**src/rtl/ads7056_pkg.sv**
```systemverilog
// Shared types and frame-layout constants for the ADS7056 sequencer.
// The conversion frame is LEAD_BITS zeros, DATA_WIDTH result bits MSB first, then TRAIL_BITS ignored bits.
package ads7056_pkg;

  localparam int DATA_WIDTH = 14;
  localparam int LEAD_BITS  = 2;
  localparam int TRAIL_BITS = 2;
  localparam int FRAME_BITS = LEAD_BITS + DATA_WIDTH + TRAIL_BITS;

  // Width of an SCLK count and of a frame cycle index (2N needs one extra bit).
  localparam int SCLK_W  = 8;
  localparam int CYCLE_W = SCLK_W + 1;

  typedef enum logic [2:0] {
    ST_DUMMY_START,
    ST_DUMMY,
    ST_QUIET_D,
    ST_CAL,
    ST_QUIET_C,
    ST_IDLE,
    ST_CONV,
    ST_QUIET_V
  } seqState_t;

endpackage

```
**src/rtl/ads7056_frame.sv**
```systemverilog
// One chip-select window carrying N SCLK pulses at ipClk/2.
// nCs is low for 2N+1 cycles; rise/done are combinational strobes for the edge that raises SCLK / ends the frame.
module ads7056_frame
  import ads7056_pkg::*;
(
  input  logic              ipClk,
  input  logic              ipnReset,
  input  logic              start,
  input  logic [SCLK_W-1:0] numSclks,
  output logic              nCs,
  output logic              sClk,
  output logic              rise,
  output logic              done
);

  logic [CYCLE_W-1:0] cycleCnt;
  logic [CYCLE_W-1:0] lastCycle;
  logic               active;

  always_ff @(posedge ipClk or negedge ipnReset) begin
    if (!ipnReset) begin
      nCs       <= 1'b1;
      sClk      <= 1'b0;
      active    <= 1'b0;
      cycleCnt  <= '0;
      lastCycle <= '0;
    end else if (active) begin
      if (done) begin
        nCs      <= 1'b1;
        sClk     <= 1'b0;
        active   <= 1'b0;
        cycleCnt <= '0;
      end else begin
        sClk     <= ~sClk;
        cycleCnt <= cycleCnt + 1'b1;
      end
    end else if (start) begin
      // Count is latched so the caller may change numSclks once the frame is running.
      nCs       <= 1'b0;
      active    <= 1'b1;
      cycleCnt  <= '0;
      lastCycle <= {numSclks, 1'b0};
    end
  end

  assign rise = active && !sClk && (cycleCnt < lastCycle);
  assign done = active && (cycleCnt == lastCycle);

endmodule

```
**src/rtl/ads7056_sequencer.sv**
```systemverilog
// Owns the ADS7056 pins: power-up dummy frame, offset calibration, then free-run or
// single-shot conversions with on-demand recalibration and overrun reporting.
module ads7056_sequencer
  import ads7056_pkg::*;
#(
  parameter int PERIOD      = 64,
  parameter int QUIET       = 4,
  parameter int DUMMY_SCLKS = 24,
  parameter int CAL_SCLKS   = 64,
  parameter int CONV_SCLKS  = 18
) (
  input  logic                  ipClk,
  input  logic                  ipnReset,
  input  logic                  ipEnable,
  input  logic                  ipTrigger,
  input  logic                  ipCalibrate,
  output logic                  opSClk,
  output logic                  opnCS,
  input  logic                  ipData,
  output logic [DATA_WIDTH-1:0] opData,
  output logic                  opValid,
  output logic                  opReady,
  output logic                  opOverrun
);

  localparam int PERIOD_W = (PERIOD > 1) ? $clog2(PERIOD) : 1;
  localparam int QUIET_W  = 8;
  localparam logic [PERIOD_W-1:0] PERIOD_LAST  = PERIOD_W'(PERIOD - 1);
  localparam logic [QUIET_W-1:0]  QUIET_D_LAST = QUIET_W'((QUIET >= 1) ? QUIET - 1 : 0);
  // After a conversion the IDLE decision cycle doubles as the final quiet cycle,
  // so back-to-back conversions fit in 2*CONV_SCLKS+1+QUIET cycles.
  localparam logic [QUIET_W-1:0]  QUIET_V_LAST = QUIET_W'((QUIET >= 2) ? QUIET - 2 : 0);

  seqState_t              state;
  logic [QUIET_W-1:0]     quietCnt;
  logic [PERIOD_W-1:0]    periodCnt;
  logic                   calibrated;
  logic                   pendingCal;
  logic [FRAME_BITS-1:0]  shiftReg;
  logic [DATA_WIDTH-1:0]  dataReg;
  logic                   validReg;
  logic                   readyReg;
  logic                   overrunReg;

  logic                   frameStart;
  logic [SCLK_W-1:0]      frameSclks;
  logic                   frameRise;
  logic                   frameDone;
  logic                   calEntry;
  logic                   tick;
  logic                   request;

  assign tick    = ipEnable && calibrated && (periodCnt == PERIOD_LAST);
  assign request = tick || ipTrigger;

  always_comb begin
    frameStart = 1'b0;
    frameSclks = SCLK_W'(CONV_SCLKS);
    calEntry   = 1'b0;
    case (state)
      ST_DUMMY_START: begin
        frameStart = 1'b1;
        frameSclks = SCLK_W'(DUMMY_SCLKS);
      end
      ST_QUIET_D: begin
        if (quietCnt == QUIET_D_LAST) begin
          frameStart = 1'b1;
          frameSclks = SCLK_W'(CAL_SCLKS);
          calEntry   = 1'b1;
        end
      end
      ST_IDLE: begin
        if (pendingCal) begin
          frameStart = 1'b1;
          frameSclks = SCLK_W'(CAL_SCLKS);
          calEntry   = 1'b1;
        end else if (request) begin
          frameStart = 1'b1;
          frameSclks = SCLK_W'(CONV_SCLKS);
        end
      end
      default: ;
    endcase
  end

  ads7056_frame uFrame (
    .ipClk    (ipClk),
    .ipnReset (ipnReset),
    .start    (frameStart),
    .numSclks (frameSclks),
    .nCs      (opnCS),
    .sClk     (opSClk),
    .rise     (frameRise),
    .done     (frameDone)
  );

  always_ff @(posedge ipClk or negedge ipnReset) begin
    if (!ipnReset) begin
      state      <= ST_DUMMY_START;
      quietCnt   <= '0;
      periodCnt  <= '0;
      calibrated <= 1'b0;
      pendingCal <= 1'b0;
      shiftReg   <= '0;
      dataReg    <= '0;
      validReg   <= 1'b0;
      readyReg   <= 1'b0;
      overrunReg <= 1'b0;
    end else begin
      validReg <= 1'b0;

      // A request is dropped unless it launches a conversion from IDLE.
      if (state != ST_IDLE) begin
        overrunReg <= request;
      end else begin
        overrunReg <= pendingCal && request;
      end

      if (!ipEnable) begin
        periodCnt <= '0;
      end else if (calibrated) begin
        periodCnt <= tick ? '0 : periodCnt + 1'b1;
      end

      pendingCal <= ipCalibrate || (pendingCal && !calEntry);

      if (state == ST_CONV && frameRise) begin
        shiftReg <= {shiftReg[FRAME_BITS-2:0], ipData};
      end

      case (state)
        ST_DUMMY_START: begin
          state <= ST_DUMMY;
        end
        ST_DUMMY: begin
          if (frameDone) begin
            state    <= ST_QUIET_D;
            quietCnt <= '0;
          end
        end
        ST_QUIET_D: begin
          if (calEntry) begin
            state <= ST_CAL;
          end else begin
            quietCnt <= quietCnt + 1'b1;
          end
        end
        ST_CAL: begin
          if (frameDone) begin
            state    <= ST_QUIET_C;
            quietCnt <= '0;
          end
        end
        ST_QUIET_C: begin
          if (quietCnt == QUIET_D_LAST) begin
            state      <= ST_IDLE;
            readyReg   <= 1'b1;
            calibrated <= 1'b1;
          end else begin
            quietCnt <= quietCnt + 1'b1;
          end
        end
        ST_IDLE: begin
          if (calEntry) begin
            state    <= ST_CAL;
            readyReg <= 1'b0;
          end else if (frameStart) begin
            state    <= ST_CONV;
            readyReg <= 1'b0;
          end
        end
        ST_CONV: begin
          if (frameDone) begin
            state    <= ST_QUIET_V;
            quietCnt <= '0;
            validReg <= 1'b1;
            dataReg  <= shiftReg[TRAIL_BITS +: DATA_WIDTH];
          end
        end
        ST_QUIET_V: begin
          if (quietCnt == QUIET_V_LAST) begin
            state    <= ST_IDLE;
            readyReg <= 1'b1;
          end else begin
            quietCnt <= quietCnt + 1'b1;
          end
        end
        default: begin
          state <= ST_DUMMY_START;
        end
      endcase
    end
  end

  assign opData    = dataReg;
  assign opValid   = validReg;
  assign opReady   = readyReg;
  assign opOverrun = overrunReg;

endmodule
```
**config.mk**
```make
export PLATFORM = sky130hd
export DESIGN_NAME = ads7056_sequencer
export DESIGN_NICKNAME = d
export VERILOG_FILES = /design/src/rtl/ads7056_pkg.sv /design/src/rtl/ads7056_frame.sv /design/src/rtl/ads7056_sequencer.sv
export SDC_FILE = /design/constraint.sdc
export NUM_CORES = 1
export LEC_CHECK = 0
export BUFFER_PORTS_ARGS = -buffer_cell sky130_fd_sc_hd__clkbuf_2
export CORE_MARGIN = 2
export CORE_UTILIZATION = 50
export DETAILED_ROUTE_END_ITERATION = 8
export PLACE_DENSITY = 0.79
export SLEW_MARGIN = 5
export SYNTH_ARGS = -nofsm -noshare
export SYNTH_HDL_FRONTEND = slang
export SYNTH_SLANG_ARGS = --single-unit
```
**constraint.sdc**
```tcl
create_clock -name ipClk -period 3.1 [get_ports ipClk]
set_clock_uncertainty 0.1 [all_clocks]
set_input_delay 0 -clock ipClk [delete_from_list [all_inputs] [get_ports ipClk]]
set_output_delay 0 -clock ipClk [all_outputs]
set_load 0.01 [all_outputs]
```
==> flow_summary.rst, run 1 <==
.. list-table::
   :header-rows: 1

   * - Metric
     - Value
   * - Worst rel slew slack
     - 59.9%
   * - Clock tree from TritonCTS
     - done
   * - Portion of the clock cycle consumed by the worst path in the final layout
     - 82.2%
   * - Wire length of the first global-routing pass
     - 11.4 mm
   * - Area taken by multi-input logic gates
     - 1610 µm²
   * - Post-layout instance area
     - 3890 µm²
   * - Floorplan core area
     - 6680 µm²
   * - Final setup violation count
     - 0
   * - Count of TritonRoute iterations in the first routing pass
     - 4
   * - Slowest stage delay, CP
     - 0.57 ns
   * - Clock transition at the registers of the reported paths
     - 0.08 ns
   * - Final hold viol count
     - 0
   * - Switching share of power
     - 23.2%
   * - Cells along the critical path
     - inv_1 -> ha_1 -> or4b_1 -> nor3_4 -> o21ai_1 -> a221o_1 -> mux2_1
   * - Combinational fraction of design power
     - 1.7%
   * - R2r setup slk
     - 0.55 ns
   * - Internal power component
     - 1.28 mW
   * - IO Count
     - 25
   * - Storage cell area
     - 1700 µm²
   * - Last weighted congestion value of the routability-driven placer
     - 0.899
   * - Critical R2R Launch
     - uFrame.cycleCnt[0]
   * - Insertion delay of the later-clocked pin in the worst-skew pair
     - 0.34 ns
   * - EDFF count, synth
     - 0
   * - Number of warning messages in the yosys log
     - 0
   * - Actual slew at the worst max-slew pin
     - 0.596 ns
   * - Post-route ant nets
     - 0
   * - Syn_nets
     - 324
   * - Required time of the critical path
     - 3.22 ns
   * - Clock net sink count
     - 68
   * - Starting DRT DRC Count
     - 151
   * - Most frequent standard cell in the layout excluding fill and tap cells
     - sky130_fd_sc_hd__dfrtp_1
   * - Static power due to leakage
     - 1.90 nW
   * - Die ar.
     - 7500 µm²
   * - Number of max-slew violations in the final report
     - 0
   * - Switching power
     - 0.386 mW
   * - Outcome
     - finished clean
   * - Buffer levels on the longest clock path
     - 2
   * - Number of buffers inserted by post-CTS setup repair
     - 0
   * - Final layout net count
     - 363
   * - Share of cell area taken by muxes after synthesis
     - 13.3%
   * - Antenna violations before repair
     - 0
   * - Inserted Clock Buffers
     - 9
   * - Cells after synthesis
     - 305
   * - Overall power
     - 1.66 mW
   * - Number of placement rows
     - 30
   * - Xor and xnor area share after synthesis
     - 0.770%
   * - GRT Util Overall
     - 19.1%
   * - Startpoint Class
     - register
   * - Via count normalized by instance count
     - 5.80
   * - Sequential area share after synthesis
     - 49.9%
   * - Routed length per instance
     - 15.2 µm
   * - Area Growth Syn to Fin
     - 14.0%
   * - Start-to-end type of the worst setup path
     - reg2reg
   * - Portion of total power attributed to the clock network
     - 44.9%
   * - Share of the synthesized area in compound gates (AO/OA/AOI/OAI)
     - 12.6%
   * - Vias in the first global route
     - 2420
   * - Commonest cells after routing, fill and taps aside
     - sky130_fd_sc_hd__dfrtp_1, sky130_fd_sc_hd__mux2_2, sky130_fd_sc_hd__clkbuf_2
   * - Final wirelength
     - 6.52 mm
   * - Post-synthesis average cell area
     - 11.2 µm²
   * - Effective utilization at floorplan
     - 51.0%
   * - Final worst-path setup slack
     - 0.552 ns
   * - Clock period minus worst slack
     - 2.55 ns
   * - Arithmetic-cell share of the synthesized area counting full adders, half adders and majority gates
     - 4.77%
   * - Maximum frequency from static timing analysis
     - 392 MHz
   * - Via count of the routed design
     - 2490
   * - Crit path capture type
     - register
   * - Share of synthesized cell area in and, or, nand and nor gates
     - 15.7%
   * - CTS hold repair buffers
     - 5
   * - Dpl cell area
     - 3630 µm²
   * - Data arrival at the endpoint of the critical path
     - 2.67 ns
   * - Share of post-route cells with drive strength above 1
     - 24.4%
   * - Clock H-tree levels
     - 3
   * - Pwr Density
     - 428 nW/µm²
   * - Filler cells
     - 528
   * - Largest net degree at the start of global routing
     - 47
   * - Worst reg2reg path depth
     - 7
   * - Aggregate global routing overflow
     - 0
   * - Max-capacitance violation count
     - 0
   * - Largest family of logic cells by synthesized area
     - simple AND/OR/NAND/NOR gates
   * - Total inserted antenna cells
     - 0
   * - Port Buffer Count
     - 24
   * - Sequential Power Share
     - 53.4%
   * - Unrepaired setup endpoints after global routing
     - no
   * - Sum of negative setup slack
     - 0 ns
   * - Capture instance of the worst register-to-register path
     - state[1]
   * - Width of the chip
     - 86.6 µm
   * - Seq cells post-synth
     - 68
   * - Class of the tightest hold or removal check
     - in2async
   * - Cell chosen for the clock root
     - sky130_fd_sc_hd__clkbuf_8
   * - Setup slack after placement
     - 0.603 ns
   * - Most frequently used flop master after synthesis
     - sky130_fd_sc_hd__dfrtp_1
   * - Async SR Flop Fraction
     - 100%
   * - Post-synthesis cell area
     - 3410 µm²
   * - Post-cts sizing count
     - 0
   * - Floorplan die height
     - 86.6 µm
   * - Worst path slowest cell
     - sky130_fd_sc_hd__or4b_1
   * - Number of distinct library cells after synthesis
     - 54
   * - Post-DP HPWL
     - 4.43 mm
   * - Critical Path Fanout Max
     - 6
   * - Remaining routing DRC violations
     - 0
   * - Maximum vdd ir drop
     - 351 µV
## cell type report
type                            count  area share (%)
Clock inverter                      7            2.06
Sequential cell                    68            43.8
Tap cell                           80            2.57
Clock buffer                        9            3.19
Inverter                           16            1.54
Timing Repair Buffer               35            5.54
Multi-Input combinational cell    214            41.3
## power by group through the flow
stage | Clock [mW] | Sequential (mW) | Combinational, mW
after detailed placement | 0 | 0.905 | 0.0258
final | 0.747 | 0.887 | 0.0290
after CTS | 0.759 | 0.887 | 0.0306
after global placement | 0 | 0.905 | 0.0250
after floorplan | 0 | 0.905 | 0.00175
after global routing | 0.799 | 0.887 | 0.0345
## synthesized netlist by cell type, drive strengths merged (2+ instances only)
| cell type | instances | share of area, % |
|---|---|---|
| nor2b | 4 | 0.73 |
| mux2i | 7 | 2.1 |
| ha | 13 | 4.8 |
| nand4 | 7 | 1.3 |
| dfrtp | 67 | 49 |
| and3 | 8 | 1.5 |
| xnor2 | 3 | 0.77 |
| buf | 3 | 0.81 |
| nand3 | 7 | 1.0 |
| a21o | 6 | 1.3 |
| nand4b | 2 | 0.51 |
| a21oi | 4 | 0.59 |
| nor4 | 3 | 0.73 |
| nand2 | 16 | 1.8 |
| a211oi | 2 | 0.44 |
| o21bai | 2 | 0.44 |
| nor3 | 6 | 1.2 |
| and4 | 2 | 0.51 |
| a31oi | 2 | 0.37 |
| a2111oi | 2 | 1.2 |
| mux2 | 34 | 11 |
| nor3b | 3 | 0.66 |
| a211o | 2 | 0.51 |
| inv | 16 | 1.8 |
| and2 | 3 | 0.55 |
| nand2b | 9 | 1.7 |
| a221o | 2 | 0.59 |
| nor2 | 20 | 2.2 |
| o21ai | 24 | 3.5 |
| o31ai | 3 | 0.66 |
| clkbuf | 4 | 0.44 |
| or3 | 3 | 0.55 |
## worst max-delay path, delay by kind of cell (launching register included)
| family | cells | cell delay (ns) |
|---|---|---|
| muxes | 1 | 0.33 |
| and+or+nand+nor | 2 | 0.84 |
| DFF | 1 | 0.44 |
| AOI/OAI and AO/OA | 2 | 0.49 |
| adders and majority gates | 1 | 0.17 |
| buffers and inverters | 1 | 0.08 |
## kinds of logic (layout without fill, tap and decap cells)
group,count (synthesis),after routing
adder cells (fa/ha/maj),13,13
AO/OA/AOI/OAI,61,61
XOR/XNOR,3,3
multiplexers,41,41
AND/OR/NAND/NOR,96,96
flip-flops,68,68
buffers and inverters,23,67
## through the flow
step           hold WS [ns]  utilization, %  cells
5_1_grt               0.126            58.2    429
3_3_place_gp        -0.0949            54.4    408
3_5_place_dp        -0.0938            54.4    408
2_1_floorplan        -0.396               -    305
6_report             0.0536            58.2    429
4_1_cts              0.0700            58.2    429
## how the worst max path moves through the flow
stage                       start           end  slack, ns  cells past startpoint
2_1_floorplan  uFrame.cycleCnt[4]  shiftReg[10]       0.65                      6
3_3_place_gp             state[0]  shiftReg[13]       0.68                      7
3_5_place_dp             state[0]   shiftReg[0]       0.60                      7
4_1_cts        uFrame.cycleCnt[0]      state[1]       0.57                      7
5_1_grt                  state[0]   shiftReg[7]       0.45                      7
6_report       uFrame.cycleCnt[0]      state[1]       0.55                      7
## state kept, by name, indices dropped and copies added (netlist names), 3 cells and up
name              flops
shiftReg             16
opData               14
uFrame.cycleCnt       9
quietCnt              8
periodCnt             6
uFrame.lastCycle      4
state                 3
## metal layers
| metal | vias up | GRT usage (%) | share of wire (%) |
|---|---|---|---|
| met2 | 69 | 30.2 | 47 |
| met5 | - | 0 | 0 |
| met3 | 18 | 2.67 | 3.8 |
| met4 | 0 | 8.66 | 2.2 |
| met1 | 1209 | 26.3 | 47 |
| li1 | 1194 | - | - |
(Power assumes the default switching activity.)
==> inputs of run 2 (changes only) <==
ABC_AREA = 1   (was default)
clock period = 2.4 ns   (was 3.1 ns; I/O delays follow)
==> flow_summary.rst, run 2 <==
.. list-table::
   :header-rows: 1

   * - Metric
     - Value
   * - Maximum vdd ir drop
     - 315 µV (-10%)
   * - Cell chosen for the clock root
     - sky130_fd_sc_hd__clkbuf_8
   * - Last weighted congestion value of the routability-driven placer
     - 0.919 (+2.2%)
   * - Most frequently used cell type in the post-synthesis netlist
     - sky130_fd_sc_hd__nand2_1
   * - Pwr Density
     - 545 nW/µm² (+27%)
   * - Slowest stage delay, CP
     - 0.43 ns (-0.14 ns)
   * - Vias in the first global route
     - 2429 (+0.37%)
   * - Starting DRT DRC Count
     - 144 (-4.6%)
   * - Effective utilization at floorplan
     - 51.4% (+0.39 points)
   * - Post-synth top cells
     - sky130_fd_sc_hd__nand2_1, sky130_fd_sc_hd__dfrtp_1, sky130_fd_sc_hd__inv_1
   * - Floorplan die height
     - 87.6 µm (+1.2%)
   * - Routed length per instance
     - 12.1 µm (-20%)
   * - Post-cts sizing count
     - 0 (unchanged)
   * - Data arrival at the endpoint of the critical path
     - 2.27 ns (-0.40 ns)
   * - Final setup violation count
     - 0 (unchanged)
   * - Clock H-tree levels
     - 3 (unchanged)
   * - Crit path capture type
     - register
   * - Switching share of power
     - 23.5% (+0.27 points)
   * - Startpoint Class
     - register
   * - Outcome
     - finished clean
   * - Max-capacitance violation count
     - 0 (unchanged)
   * - Most frequent standard cell in the layout excluding fill and tap cells
     - sky130_fd_sc_hd__nand2_1
   * - Portion of total power attributed to the clock network
     - 45.1% (+0.2 points)
   * - Sum of negative setup slack
     - 0 ns (unchanged)
   * - Seq cells post-synth
     - 68 (unchanged)
   * - Post-synthesis average cell area
     - 8.87 µm² (-21%)
   * - Unrepaired setup endpoints after global routing
     - no
   * - Wire length of the first global-routing pass
     - 10.8 mm (-4.9%)
   * - Final layout net count
     - 449 (+24%)
   * - Insertion delay of the later-clocked pin in the worst-skew pair
     - 0.35 ns (about the same)
   * - Critical Path Fanout Max
     - 15 (+9)
   * - Actual slew at the worst max-slew pin
     - 0.644 ns (+0.0482 ns)
   * - Required time of the critical path
     - 2.53 ns (-0.69 ns)
   * - Most frequently used flop master after synthesis
     - sky130_fd_sc_hd__dfrtp_1
   * - Async SR Flop Fraction
     - 100% (unchanged)
   * - Remaining routing DRC violations
     - 0 (unchanged)
   * - GRT Util Overall
     - 18.2% (-0.88 points)
   * - Post-route ant nets
     - 0 (unchanged)
   * - Post-DP HPWL
     - 4.53 mm (+2.2%)
   * - Largest reg by FF count
     - shiftReg
   * - Antenna violations before repair
     - 0 (unchanged)
   * - Via count of the routed design
     - 2663 (+6.9%)
   * - Worst rel slew slack
     - 57.1% (-2.9 points)
   * - Switching power
     - 0.508 mW (+32%)
   * - Share of post-route cells with drive strength above 1
     - 20.2% (-4.1 points)
   * - Internal power component
     - 1.65 mW (+30%)
   * - Maximum frequency from static timing analysis
     - 467 MHz (+19%)
   * - Sum of buffers and inverters on the critical path
     - 0 (-1)
   * - Count of TritonRoute iterations in the first routing pass
     - 4 (unchanged)
   * - Clock tree from TritonCTS
     - done
   * - Total inserted antenna cells
     - 0 (unchanged)
   * - Final wirelength
     - 6.45 mm (-1.1%)
   * - Final hold viol count
     - 0 (unchanged)
   * - Post-synthesis cell area
     - 3490 µm² (+2.5%)
   * - Dpl cell area
     - 3710 µm² (+2.1%)
   * - Filler cells
     - 590 (+12%)
   * - Commonest cells after routing, fill and taps aside
     - sky130_fd_sc_hd__nand2_1, sky130_fd_sc_hd__dfrtp_1, sky130_fd_sc_hd__inv_1
   * - Width of the chip
     - 87.6 µm (+1.2%)
   * - Inserted Clock Buffers
     - 9 (unchanged)
   * - Post-layout instance area
     - 3970 µm² (+2.0%)
   * - Start-to-end type of the worst setup path
     - reg2reg
   * - Die ar.
     - 7670 µm² (+2.3%)
   * - EDFF count, synth
     - 0 (unchanged)
   * - Largest net degree at the start of global routing
     - 42 (-11%)
   * - Number of distinct library cells after synthesis
     - 39 (-28%)
   * - Cells after synthesis
     - 394 (+29%)
   * - Buffer levels on the longest clock path
     - 2 (unchanged)
   * - Worst path slowest cell
     - sky130_fd_sc_hd__dfrtp_1
   * - Share of Yosys cell area claimed by the top area cell type
     - 48.0% (-1.2 points)
   * - Max reg flops
     - 16 (unchanged)
   * - Area Growth Syn to Fin
     - 13.5%
   * - Syn_nets
     - 413 (+27%)
   * - Clock transition at the registers of the reported paths
     - 0.08 ns (about the same)
   * - Sequential area share after synthesis
     - 48.7% (-1.2 points)
   * - Largest delay contributor family on the critical path
     - simple AND/OR/NAND/NOR gates
   * - Via count normalized by instance count
     - 5.02 (-14%)
   * - Clock period minus worst slack
     - 2.14 ns (-0.406 ns)
   * - Number of placement rows
     - 30 (unchanged)
   * - Sequential Power Share
     - 53.0% (-0.4 points)
   * - Aggregate global routing overflow
     - 0 (unchanged)
   * - Portion of the clock cycle consumed by the worst path in the final layout
     - 89.2% (+7.0 points)
   * - Most area-hungry cell type in the Yosys netlist
     - sky130_fd_sc_hd__dfrtp_1
   * - Synth top area cells
     - sky130_fd_sc_hd__dfrtp_1, sky130_fd_sc_hd__nand2_1, sky130_fd_sc_hd__inv_1, sky130_fd_sc_hd__ha_1, sky130_fd_sc_hd__o21ai_0
   * - Number of warning messages in the yosys log
     - 0 (unchanged)
   * - Class of the tightest hold or removal check
     - in2async
   * - Floorplan core area
     - 6790 µm² (+1.7%)
   * - Static power due to leakage
     - 2.00 nW (+5.8%)
   * - Clock net sink count
     - 68 (unchanged)
   * - Combinational fraction of design power
     - 1.9% (+0.2 points)
   * - Cells along the critical path
     - ha_1 -> nand2_1 -> nor2_1 -> nand3_2 -> nor2_4 -> mux2_2
   * - Port Buffer Count
     - 24 (unchanged)
   * - Number of buffers inserted by post-CTS setup repair
     - 0 (unchanged)
   * - IO Count
     - 25 (unchanged)
   * - Number of max-slew violations in the final report
     - 0 (unchanged)
## run 2: cell count changes after synthesis, moves of 11 or more
cell	previous run	this run
sky130_fd_sc_hd__nand2_1	16	102
sky130_fd_sc_hd__inv_1	16	48
sky130_fd_sc_hd__mux2_2	33	5
sky130_fd_sc_hd__nand3_1	7	19
sky130_fd_sc_hd__o21ai_1	2	13
## run 2: cells by family after synthesis
group,after synthesis,share of synthesized area (%)
and+or+nand+nor,174,22.9
DFF,68,48.7
buffers and inverters,59,7.20
AOI/OAI and AO/OA,56,9.49
muxes,14,4.51
adders and majority gates,13,4.65
xor gates and xnor gates,10,2.51
## run 2: layer usage
| metal | global-route usage (%) | part of all wire [%] | vias to the layer above |
|---|---|---|---|
| met5 | 0 | 0 | - |
| met4 | 8.81 | 2.0 | 0 |
| met3 | 5.75 | 4.1 | 11 |
| met2 | 28.4 | 48 | 51 |
| met1 | 23.1 | 46 | 1258 |
| li1 | - | - | 1343 |
## run 2: worst reg2reg max path: cells and delay by family, from the launching register on
kind                       cells  cell delay (ns)
and+or+nand+nor                4             0.75
DFF                            1             0.43
muxes                          1             0.39
adders and majority gates      1             0.35
## run 2: stage by stage
stage | utilization [%] | cells | hold slack (ns) | power [mW] | worst slack (ns)
6_report | 58.4 | 531 | 0.106 | 2.16 | 0.258
5_1_grt | 58.4 | 531 | 0.186 | 2.24 | 0.128
4_1_cts | 58.4 | 531 | 0.106 | 2.20 | 0.259
3_5_place_dp | 54.6 | 510 | -0.0408 | 1.20 | 0.271
3_3_place_gp | 54.6 | 510 | -0.0423 | 1.20 | 0.330
2_1_floorplan | - | 394 | -0.396 | 1.17 | 0.504
## run 2: final timing paths
check                               end  slack [ns]  depth (start not counted)                from
max                           opData[3]        0.26                          6  uFrame.cycleCnt[7]
min                        periodCnt[2]        0.11                          2            ipnReset
max reg2reg                   opData[3]        0.26                          6  uFrame.cycleCnt[7]
min reg2reg                  opData[12]        0.39                          1          opData[12]
max in group asynchronous    uFrame.nCs        1.40                          3            ipnReset
min in group ipClk           pendingCal        0.29                          3         ipCalibrate
## run 2: layout make-up
type	instances	area [µm²]	area share (%)
inverters	53	199	5.02
clock inverters	7	82.6	2.08
multi-input cells	267	1540	38.8
flip-flops and latches	68	1700	42.9
well taps	96	120	3.03
repair buffers	31	198	4.98
clock buffers	9	124	3.12
## run 2: power by group through the flow
| stage | logic [mW] | registers [mW] | clock network, mW |
|---|---|---|---|
| after CTS | 0.0429 | 1.15 | 1.01 |
| after floorplan | 0.00243 | 1.17 | 0 |
| final | 0.0408 | 1.15 | 0.975 |
| after global routing | 0.0480 | 1.15 | 1.04 |
| after detailed placement | 0.0365 | 1.17 | 0 |
| after global placement | 0.0356 | 1.17 | 0 |
## run 2: timing repair
action,in CTS,in global routing
endpoints found under the setup margin,0,0
hold buffers,5,0
hold endpoints to repair,36,0
==> inputs of run 3 (changes only) <==
CORE_ASPECT_RATIO = 1.4   (was default)
==> flow_summary.rst, run 3 (synthesis gave the netlist of run 2 again) <==
.. list-table::
   :header-rows: 1

   * - Metric
     - Value
   * - Outcome
     - finished clean
   * - Final wirelength
     - 6.40 mm (-0.74%)
   * - Crit. Startpoint
     - uFrame.cycleCnt[2]
   * - Wire length of the first global-routing pass
     - 11.3 mm (+4.3%)
   * - Via count of the routed design
     - 2647 (-0.60%)
   * - Critical Path Fanout Max
     - 15 (unchanged)
   * - Final hold viol count
     - 0 (unchanged)
   * - Inserted Clock Buffers
     - 9 (unchanged)
   * - Maximum vdd ir drop
     - 288 µV (-8.5%)
   * - R2r setup slk
     - 0.24 ns (-0.02 ns)
   * - Required time of the critical path
     - 2.53 ns (about the same)
   * - Critical R2R Launch
     - uFrame.cycleCnt[2]
   * - Total inserted antenna cells
     - 0 (unchanged)
   * - Remaining routing DRC violations
     - 0 (unchanged)
   * - Number of buffers inserted by post-CTS setup repair
     - 0 (unchanged)
   * - Port Buffer Count
     - 24 (unchanged)
   * - Final setup violation count
     - 0 (unchanged)
   * - Class of the tightest hold or removal check
     - in2async
   * - Routed length per instance
     - 12.1 µm (-0.56%)
   * - Buffer levels on the longest clock path
     - 2 (unchanged)
   * - Data arrival at the endpoint of the critical path
     - 2.30 ns (+0.03 ns)
   * - Share of post-route cells with drive strength above 1
     - 20.2% (unchanged)
   * - Most frequent standard cell in the layout excluding fill and tap cells
     - sky130_fd_sc_hd__nand2_1
   * - Commonest cells after routing, fill and taps aside
     - sky130_fd_sc_hd__nand2_1, sky130_fd_sc_hd__dfrtp_1, sky130_fd_sc_hd__inv_1
   * - Floorplan die height
     - 103 µm (+17%)
   * - Clock tree from TritonCTS
     - done
   * - Combinational fraction of design power
     - 2.0% (about the same)
   * - Insertion delay of the later-clocked pin in the worst-skew pair
     - 0.35 ns (about the same)
   * - Max reg flops
     - 16 (unchanged)
   * - Start-to-end type of the worst setup path
     - reg2reg
   * - Clock period minus worst slack
     - 2.16 ns (+0.0212 ns)
   * - Capture instance of the worst register-to-register path
     - opData[2]
   * - Max-capacitance violation count
     - 0 (unchanged)
   * - Last weighted congestion value of the routability-driven placer
     - 0.855 (-6.9%)
   * - GRT Util Overall
     - 19.3% (+1.0 points)
   * - Hold slack final
     - 0.158 ns (+0.0524 ns)
   * - Number of placement rows
     - 36 (+20%)
   * - Logic depth of the worst path, buffers included
     - 7 (+1)
   * - Effective utilization at floorplan
     - 51.0% (-0.39 points)
   * - Cell chosen for the clock root
     - sky130_fd_sc_hd__clkbuf_8
   * - Antenna violations before repair
     - 0 (unchanged)
   * - Final layout net count
     - 449 (unchanged)
   * - Largest net degree at the start of global routing
     - 37 (-12%)
   * - Portion of total power attributed to the clock network
     - 41.5% (-3.6 points)
   * - Width of the chip
     - 74.7 µm (-15%)
   * - Startpoint Class
     - register
   * - Clock transition at the registers of the reported paths
     - 0.07 ns (about the same)
   * - Post-route ant nets
     - 0 (unchanged)
   * - Switching power
     - 0.471 mW (-7.2%)
   * - Aggregate global routing overflow
     - 0 (unchanged)
   * - Portion of the clock cycle consumed by the worst path in the final layout
     - 90.1% (+0.89 points)
   * - Cells along the critical path
     - inv_1 -> ha_1 -> nand2_1 -> nor2_1 -> nand3_2 -> nor2_4 -> mux2_2
   * - Switching share of power
     - 23.2% (-0.27 points)
   * - Clock H-tree levels
     - 3 (unchanged)
   * - Area Growth Syn to Fin
     - 12.6%
   * - Worst reg2reg path depth
     - 7 (+1)
   * - Pwr Density
     - 515 nW/µm² (-5.5%)
   * - Count of TritonRoute iterations in the first routing pass
     - 4 (unchanged)
   * - Vias in the first global route
     - 2603 (+7.2%)
   * - Worst rel slew slack
     - 50.0% (-7.1 points)
   * - Number of max-slew violations in the final report
     - 0 (unchanged)
   * - Die ar.
     - 7680 µm² (+0.13%)
   * - Unrepaired setup endpoints after global routing
     - no
   * - Clock net sink count
     - 68 (unchanged)
   * - Maximum frequency from static timing analysis
     - 462 MHz (-0.98%)
   * - Sequential Power Share
     - 56.5% (+3.5 points)
   * - Sum of buffers and inverters on the critical path
     - 1 (+1)
   * - Via count normalized by instance count
     - 4.99 (-0.41%)
   * - Sum of negative setup slack
     - 0 ns (unchanged)
   * - IO Count
     - 25 (unchanged)
   * - Post-DP HPWL
     - 4.70 mm (+3.6%)
   * - Floorplan core area
     - 6850 µm² (+0.77%)
   * - Actual slew at the worst max-slew pin
     - 0.750 ns (+0.106 ns)
   * - Largest reg by FF count
     - shiftReg
   * - Worst path slowest cell
     - sky130_fd_sc_hd__dfrtp_1
   * - Crit path capture type
     - register
   * - Slowest stage delay, CP
     - 0.40 ns (-0.03 ns)
   * - Static power due to leakage
     - 1.99 nW (-0.90%)
   * - Starting DRT DRC Count
     - 131 (-9.0%)
   * - Largest delay contributor family on the critical path
     - simple AND/OR/NAND/NOR gates
   * - Internal power component
     - 1.56 mW (-5.8%)
[run 3: worst register-to-register path: cells and delay by family, from the launching register on]
family / cells / cell delay [ns]
fa+ha+maj: 1 / 0.30
buf+inv: 1 / 0.09
flops: 1 / 0.40
mux: 1 / 0.39
simple gates: 4 / 0.76
[run 3: worst max-delay path by stage]
stage,endpoint
floorplan,opData[10]
global route,opData[2]
finish,opData[2]
global placement,opData[2]
detailed placement,opData[2]
CTS,opData[2]
[run 3: what timing repair did]
| action | 4_1_cts | 5_1_grt |
|---|---|---|
| endpoints found under the hold margin | 41 | 0 |
| resized for setup | 0 | 0 |
| hold buffers | 5 | 0 |
[run 3: cell type report]
| type | instances | area [µm²] |
|---|---|---|
| timing repair buffer | 31 | 198 |
| tap | 95 | 119 |
| sequential | 68 | 1700 |
| inverter | 53 | 199 |
| fill | 589 | 2910 |
| clock inverter | 6 | 40.0 |
| clock buffer | 10 | 138 |
| multi-input combinational | 267 | 1540 |
[run 3: metal layers]
metal | part of all wire (%) | routed length (µm) | up-vias | GRT usage [%]
met4 | 2.3 | 148 | 0 | 8.93
met2 | 51 | 3270 | 44 | 33.2
met1 | 44 | 2790 | 1260 | 21.9
met5 | 0 | 0 | - | 0
li1 | - | - | 1331 | -
met3 | 3.0 | 191 | 12 | 5.18
[run 3: power by group through the flow]
stage	Sequential, mW	Combinational [mW]	Clock [mW]
6_report	1.15	0.0398	0.842
4_1_cts	1.15	0.0420	0.861
2_1_floorplan	1.17	0.00243	0
3_5_place_dp	1.17	0.0358	0
3_3_place_gp	1.17	0.0354	0
5_1_grt	1.15	0.0474	0.916
[run 3: through the flow]
step           cell area, µm²  instances  power [mW]  utilization (%)  setup slack (ns)
2_1_floorplan            3490        394        1.17                -             0.504
3_3_place_gp             3710        509        1.20             54.2             0.328
3_5_place_dp             3710        509        1.20             54.2             0.239
4_1_cts                  3940        530        2.05             57.5             0.210
5_1_grt                  3940        530        2.11             57.5             0.113
6_report                 3940        530        2.03             57.5             0.237
